### config.mk
export PLATFORM = sky130hd
export DESIGN_NAME = dr_seq_unit
export DESIGN_NICKNAME = d
export VERILOG_FILES = /design/src/rtl/dr_pkg.sv /design/src/rtl/dr_op_decode.sv /design/src/rtl/dr_seq_unit.sv
export SDC_FILE = /design/constraint.sdc
export NUM_CORES = 1
export LEC_CHECK = 0
export CAP_MARGIN = 5
export CELL_PAD_IN_SITES_DETAIL_PLACEMENT = 1
export CELL_PAD_IN_SITES_GLOBAL_PLACEMENT = 1
export CORE_ASPECT_RATIO = 1.2
export CORE_MARGIN = 2
export CORE_UTILIZATION = 49
export CTS_CLUSTER_SIZE = 8
export DETAILED_ROUTE_END_ITERATION = 10
export DONT_BUFFER_PORTS = 1
export GPL_ROUTABILITY_DRIVEN = 0
export MAX_ROUTING_LAYER = met4
export PLACE_DENSITY = 0.81
export SYNTH_ARGS = -nofsm -noshare
export SYNTH_HDL_FRONTEND = slang
export SYNTH_SLANG_ARGS = --single-unit
### constraint.sdc
create_clock -name clk -period 4.87 [get_ports clk]
set_input_delay 0.487 -clock clk [delete_from_list [all_inputs] [get_ports clk]]
set_output_delay 0.487 -clock clk [all_outputs]
set_load 0.02 [all_outputs]
### src/rtl/dr_pkg.sv
// Shared types and default opcode masks
// for the DR sequencer.
package dr_pkg;

  typedef enum logic [1:0] {
    S_IDLE = 2'd0,
    S_LOAD = 2'd1,
    S_INC  = 2'd2,
    S_DONE = 2'd3
  } dr_state_e;

  localparam logic [7:0] DR_LOAD_MASK = 8'b0100_0111;
  localparam logic [7:0] DR_INC_MASK  = 8'b0100_0000;

endpackage

### src/rtl/dr_op_decode.sv
// Opcode mask lookup: which opcodes load DR
// and which of those also increment it.
module dr_op_decode
  import dr_pkg::*;
#(
  parameter logic [7:0] LOAD_MASK = DR_LOAD_MASK,
  parameter logic [7:0] INC_MASK  = DR_INC_MASK
) (
  input  logic [2:0] i_op,
  output logic       o_do_load,
  output logic       o_do_inc
);

  assign o_do_load = LOAD_MASK[i_op];
  // An increment is only meaningful after a load
  assign o_do_inc  = LOAD_MASK[i_op] & INC_MASK[i_op];

endmodule

### src/rtl/dr_seq_unit.sv
// Data-register sequencer: per opcode,
// optionally load DR from the bus and bump it.
module dr_seq_unit
  import dr_pkg::*;
#(
  parameter int         WIDTH     = 16,
  parameter logic [7:0] LOAD_MASK = DR_LOAD_MASK,
  parameter logic [7:0] INC_MASK  = DR_INC_MASK
) (
  input  logic             clk,
  input  logic             rst_n,
  input  logic             start,
  input  logic [2:0]       opcode,
  input  logic [WIDTH-1:0] bus_in,
  output logic             ready,
  output logic             ld,
  output logic             inc,
  output logic             done,
  output logic             skip,
  output logic [WIDTH-1:0] dr_q
);

  dr_state_e        r_state;
  logic [WIDTH-1:0] r_dr;
  logic [2:0]       r_op;
  logic             r_skip;

  logic [2:0]       w_op;
  logic             w_do_load;
  logic             w_do_inc;
  logic [WIDTH-1:0] w_dr_inc;

  // Live opcode on the accepting edge, latched one after
  assign w_op = (r_state == S_IDLE) ? opcode : r_op;

  assign w_dr_inc = r_dr + WIDTH'(1);

  dr_op_decode #(
    .LOAD_MASK (LOAD_MASK),
    .INC_MASK  (INC_MASK)
  ) u_dec (
    .i_op      (w_op),
    .o_do_load (w_do_load),
    .o_do_inc  (w_do_inc)
  );

  always_ff @(posedge clk or negedge rst_n) begin
    if (!rst_n) begin
      r_state <= S_IDLE;
      r_dr    <= '0;
      r_op    <= '0;
      r_skip  <= 1'b0;
    end else begin
      r_skip <= 1'b0;
      case (r_state)
        S_IDLE: begin
          if (start) begin
            r_op    <= opcode;
            r_state <= w_do_load ? S_LOAD
                                 : S_DONE;
          end
        end
        S_LOAD: begin
          r_dr    <= bus_in;
          r_state <= w_do_inc ? S_INC : S_DONE;
        end
        S_INC: begin
          r_dr    <= w_dr_inc;
          r_skip  <= (w_dr_inc == '0);
          r_state <= S_DONE;
        end
        S_DONE: begin
          r_state <= S_IDLE;
        end
        default: begin
          r_state <= S_IDLE;
        end
      endcase
    end
  end

  assign ready = (r_state == S_IDLE);
  assign ld    = (r_state == S_LOAD);
  assign inc   = (r_state == S_INC);
  assign done  = (r_state == S_DONE);
  assign skip  = r_skip;
  assign dr_q  = r_dr;

endmodule

# Yosys cells after proc, flatten, opt, wreduce, memory -nomap -nowiden
# Memories as Yosys holds them, arrays and structs flattened.
# Cells that the tools add are included.
# totals
n_memories,2
regBits,22
mem_bits_rw,0
latchBits,0
in_bits,22
rom_bits,16
# memory_table
name,depth,width,rd,rd_ports_with_merged_regs,write_ports,line,text
(name not given),8,1,1,0,0,dr_op_decode.sv:14,assign o_do_load = LOAD_MASK[i_op];
(name not given),8,1,1,0,0,dr_op_decode.sv:16,assign o_do_inc = LOAD_MASK[i_op] & INC_MASK[i_op];
# classes
n_shift,0
add_sub_neg,1
magnitude_cmp,1
multipliers,0
div,0
n_bitwise,1
reduce_logical,4
n_mux,9
n_eq_ne,4
# ops
op,count
$pmux 16 s2,1
$add 16x1->16 const B,1
$logic_not 16->1,1
$pmux 2 s4,1
$eq 2x2->1 const B,2
$lt 3x4->1 const B,1
$mux 1,4
$mux 2,2
$mux 3,1
$eq 2x1->1 const B,1
$logic_not 2->1,1
$ne 2x2->1 const B,1
$reduce_and 2->1,1
$reduce_bool 2->1,1
$and 1x1->1,1

# Longest topological paths before layout
# depth
ltp_word,7
mapped_depth,7
mapped_depth_nobuf,6

# Modules after synthesis
# From an unflattened synthesis, not the netlist that was laid out.
# unflattened
hier_cells,189
hier_area_um2,1567.8
# modules_own_cells
module,area_each_um2,cells_per_inst,n_inst
dr_seq_unit,1549.0,187,1
dr_op_decode,18.8,2,1

# Worst setup path after synthesis
# OpenSTA, ideal clock, no wires.
# synth_path
kind,register to register
from,register r_state[0]
to,register r_dr[3] (netlist: dr_q[3])
arrival_ns,1.657
stages_incl_launch_ff,8
period_less_slack_ns,1.794
path_slack_ns,3.076
required_ns,4.733
path_buffers,2
cell_sequence,dfrtp_1 > inv_1 > ha_1 > clkbuf_1 > clkbuf_1 > nand2_1 > a21oi_1 > a21oi_1
# synth_between
elab_chain_len,2
word_cells_on_any_way,4
classes_between,eq/ne (2); mux (1); reduce/logical (1)
# synth_lines
item,line,text
start: declaration,dr_seq_unit.sv:23,dr_state_e r_state;
start signal: assignment,dr_seq_unit.sv:59,r_state <= w_do_load ? S_LOAD
start signal: assignment,dr_seq_unit.sv:65,r_state <= w_do_inc ? S_INC : S_DONE;
$eq 2x2->1 *,--,
net inc,dr_seq_unit.sv:17,"output logic inc,"
$pmux 16 s2 or $reduce_bool 2->1 (tied branches),--,
end signal: assignment,dr_seq_unit.sv:64,r_dr <= bus_in;
end signal: assignment,dr_seq_unit.sv:68,r_dr <= w_dr_inc;
end: declaration,dr_seq_unit.sv:24,logic [WIDTH-1:0] r_dr;
# The timed path passes the listed nets; every way through them passes the cells marked *.
# A chain may end at the register's enable or synchronous reset.

# Worst setup path after layout
# layout_path
from,register r_dr[0] (netlist: dr_q[0])
to,register r_skip (netlist: skip)
# layout_between
elab_chain_len,3
# layout_lines
item,line,text
$add 16x1->16,dr_seq_unit.sv:36,assign w_dr_inc = r_dr + WIDTH'(1);
$logic_not 16->1,dr_seq_unit.sv:69,r_skip <= (w_dr_inc == '0);
$mux 1,dr_seq_unit.sv:55,case (r_state)
end signal: assignment,dr_seq_unit.sv:69,
end: declaration,dr_seq_unit.sv:26,logic r_skip;
# No other way between the ends.

==> run_results.csv <==
group,metric,value,unit
routing,post-route-drc-count,0,
worst_setup_path,path_max_fanout,5,
worst_setup_path,critPathMaxStageDelay,0.58,ns
clock_network,cts_tree,"yes",
logic_synthesis,synthCells,161,
routing,wl_per_cell,18.8,um
sta,post-route-period-util,42.9,%
logic_synthesis,synth-warning-count,0,
logic_synthesis,synthArstFlopShare,100,%
hold_path,hold_path_depth,1,
sta,tightestPinTransition,1.04,ns
routing,via_count,1237,
worst_setup_path,endpoint_kind,"flop",
logic_synthesis,synth-seq-area-share,38.5,%
clock_network,postCtsSetupRepairBufs,0,
placement,port_buffers,0,
routing,dr.pass1.iters,4,
clock_network,worstSkewPairLatency,0.32,ns
clock_network,cts.clk_slew.worst_paths,0.13,ns
floorplan,rows,21,
floorplan,start_util,51.3,%
worst_setup_path,slowest_stage,"dfrtp_1",
floorplan,dieArea,3370,sq um
logic_synthesis,yosys.cell_types.count,32,
worst_setup_path,start_kind,"flop",
final_layout,area_delta_synth_final,5.77,%
global_route,grt_antenna_before_repair,0,
worst_setup_path,worstPathArrival,2.34,ns
logic_synthesis,synth_nets,188,
worst_setup_path,path_cells,"ha_1 -> nand4_1 -> nor3_2 -> mux2i_1 -> a32oi_1 -> a211oi_2",
final_layout,drive_above_1_share,10.7,%
sta,drv_slew,0,
floorplan,die_y,63.2,um
global_route,grt_use_total,24.5,%
final_layout,nNetsFinal,187,
final_layout,antenna_cells,0,
placement,placed_cell_area,1450,sq um
hold_path,min_path_type,"in -> reg",
routing,wirelength,3620,um
pwr,pwr_density_cell,840,nW/um^2
global_route,grt_max_degree,44,
clock_network,hold_buffers,1,
global_route,grt_pass1_vias,1279,
floorplan,ios,43,
logic_synthesis,synth_enable_flop_cells,0,
worst_setup_path,cp_top_family,"flip-flops",
worst_setup_path,crit_required,5.12,ns
sta,finalCriticalPeriod,2.09,ns
floorplan,die_w,53.3,um
sta,setup_viol,0,
logic_synthesis,ys_seq_elements,22,
routing,drt-vias-per-instance,6.41,
logic_synthesis,avgSynthCellArea,8.88,sq um
clock_network,cts_buffer_depth,2,
clock_network,cts-buffers-inserted,3,
clock_network,cts_root_buf,"clkbuf_4",
sta,rsz0062_at_grt,"no",
clock_network,ctsResizeCount,0,
sta,tns,0,ns
sta,relSlewSlack,30.7,%
global_route,grt_pass1_wl,6020,um
pwr,p_leak,0.563,nW
sta,finalHoldViolCount,0,
final_layout,fillers,342,
floorplan,core_area,2790,sq um
logic_synthesis,netlist_area,1430,sq um
sta,clock_skew,0.00393,ns
final_layout,finish.instance_area,1510,sq um
sta,fmax,478,MHz
global_route,grt_overflow_total,0,
outcome,status,"complete, no violations",
worst_setup_path,critPathKind,"reg -> reg",
placement,dp.cells,188,
routing,ant_nets,0,
placement,dp_hpwl,2520,um
worst_setup_path,cp_num_cells,6,
pwr,ir_drop,508,uV
routing,drt_iter0_drc,24,
clock_network,cts_sinks,22,
clock_network,htree_levels,1,
logic_synthesis,synth_flop_cell,"dfrtp_1",
flow_run,cap_violations,0,
worst_setup_path,r2r_cells,6,
final_layout,stdcell_count,193,
worst_setup_path,critPathBufInv,0,
-- cell usage after synthesis (2+ instances only) --
cell type / number / area [sq um]
a21oi_1: 23 / 115
dfrtp_1: 22 / 551
nand2_1: 18 / 67.6
nand3_1: 10 / 50.1
o21ai_0: 10 / 50.1
clkbuf_1: 8 / 30.0
nor2_1: 8 / 30.0
o22ai_1: 6 / 37.5
a21boi_0: 5 / 37.5
a2bb2oi_1: 5 / 43.8
ha_1: 5 / 62.6
inv_1: 4 / 15.0
mux2_2: 4 / 45.0
mux2i_1: 4 / 40.0
nand4_1: 4 / 25.0
nand2b_1: 3 / 18.8
nor3_1: 3 / 15.0
nand3_4: 2 / 35.0
nor4_1: 2 / 12.5
or3_1: 2 / 12.5
xnor2_1: 2 / 17.5
-- cells by family (layout without fill, tap and decap cells) --
kind of cell    count (synthesis)  after routing  share of synthesized area, %
compound gates                 55             55                          23.9
xor+xnor                        2              2                          1.23
fa+ha+maj                       5              5                          4.37
buf+inv                        12             10                          3.15
flops                          22             22                          38.5
mux                             8              8                          5.95
simple gates                   57             57                          22.9
-- per-stage QoR --
stage	util, %	hold slack (ns)	worst slack (ns)	total power, mW
final	54.3	0.306	2.78	1.27
after global routing	54.3	0.291	2.64	1.39
after CTS	54.3	0.302	2.78	1.28
after detailed placement	52.1	0.192	2.81	1.13
after global placement	52.1	0.192	2.91	1.09
after floorplan	-	0.191	3.08	0.993
-- final cells by class --
| type | instances | area, sq um | share of cell area (%) |
|---|---|---|---|
| Clock buffer | 3 | 22.5 | 1.49 |
| Clock inverter | 1 | 30.0 | 1.99 |
| Multi-Input combinational cell | 127 | 835 | 55.2 |
| Sequential cell | 22 | 551 | 36.4 |
| Inverter | 4 | 15.0 | 0.993 |
| Tap cell | 34 | 42.5 | 2.81 |
| Timing Repair Buffer | 2 | 17.5 | 1.16 |
-- power breakdown --
part / switching, mW / internal [mW] / leakage (nW) / total [mW]
combinational: 0.365 / 0.246 / 0.286 / 0.611
sequential: 0.241 / 0.274 / 0.250 / 0.515
clock: 0.0606 / 0.0833 / 0.0279 / 0.144
total: 0.667 / 0.604 / 0.563 / 1.27
-- cells in the final DEF (no fill, tap or decap), drive strengths merged, types with 2 or more instances in the layout --
master,Yosys,routed
a21boi,5,5
a21oi,23,23
a2bb2oi,5,5
clkbuf,8,3
dfrtp,22,22
ha,5,5
inv,4,4
mux2,4,4
mux2i,4,4
nand2,18,18
nand2b,3,3
nand3,12,12
nand4,4,4
nor2,8,8
nor3,5,5
nor4,3,3
o21ai,10,10
o22ai,6,6
or3,2,2
xnor2,2,2
-- state kept, by name (all words and copies together), names as in the netlist --
name     count
skip         1
r_state      2
dr_q        16
r_op         3
-- per-layer routing --
layer | vias up | share of wire [%] | global-route usage, % | wire length (um)
met5 | - | 0 | - | 0
met3 | 12 | 7.3 | 6.64 | 264
li1 | 591 | - | - | -
met4 | 0 | 2.2 | 8.65 | 80
met2 | 56 | 50 | 39.8 | 1820
met1 | 578 | 40 | 28.4 | 1460
-- worst paths after layout --
check / start / endpoint / slack, ns
max: dr_q[0]$_DFFE_PN0P_ / skip$_DFF_PN0_ / 2.78
min reg2reg: r_op[0]$_DFFE_PN0P_ / r_op[0]$_DFFE_PN0P_ / 0.52
min in group asynchronous: rst_n / dr_q[12]$_DFFE_PN0P_ / 0.78
min: opcode[0] / r_op[0]$_DFFE_PN0P_ / 0.31
max reg2reg: dr_q[0]$_DFFE_PN0P_ / skip$_DFF_PN0_ / 2.78
max in group asynchronous: rst_n / dr_q[0]$_DFFE_PN0P_ / 3.47
(Power assumes the default switching activity.)
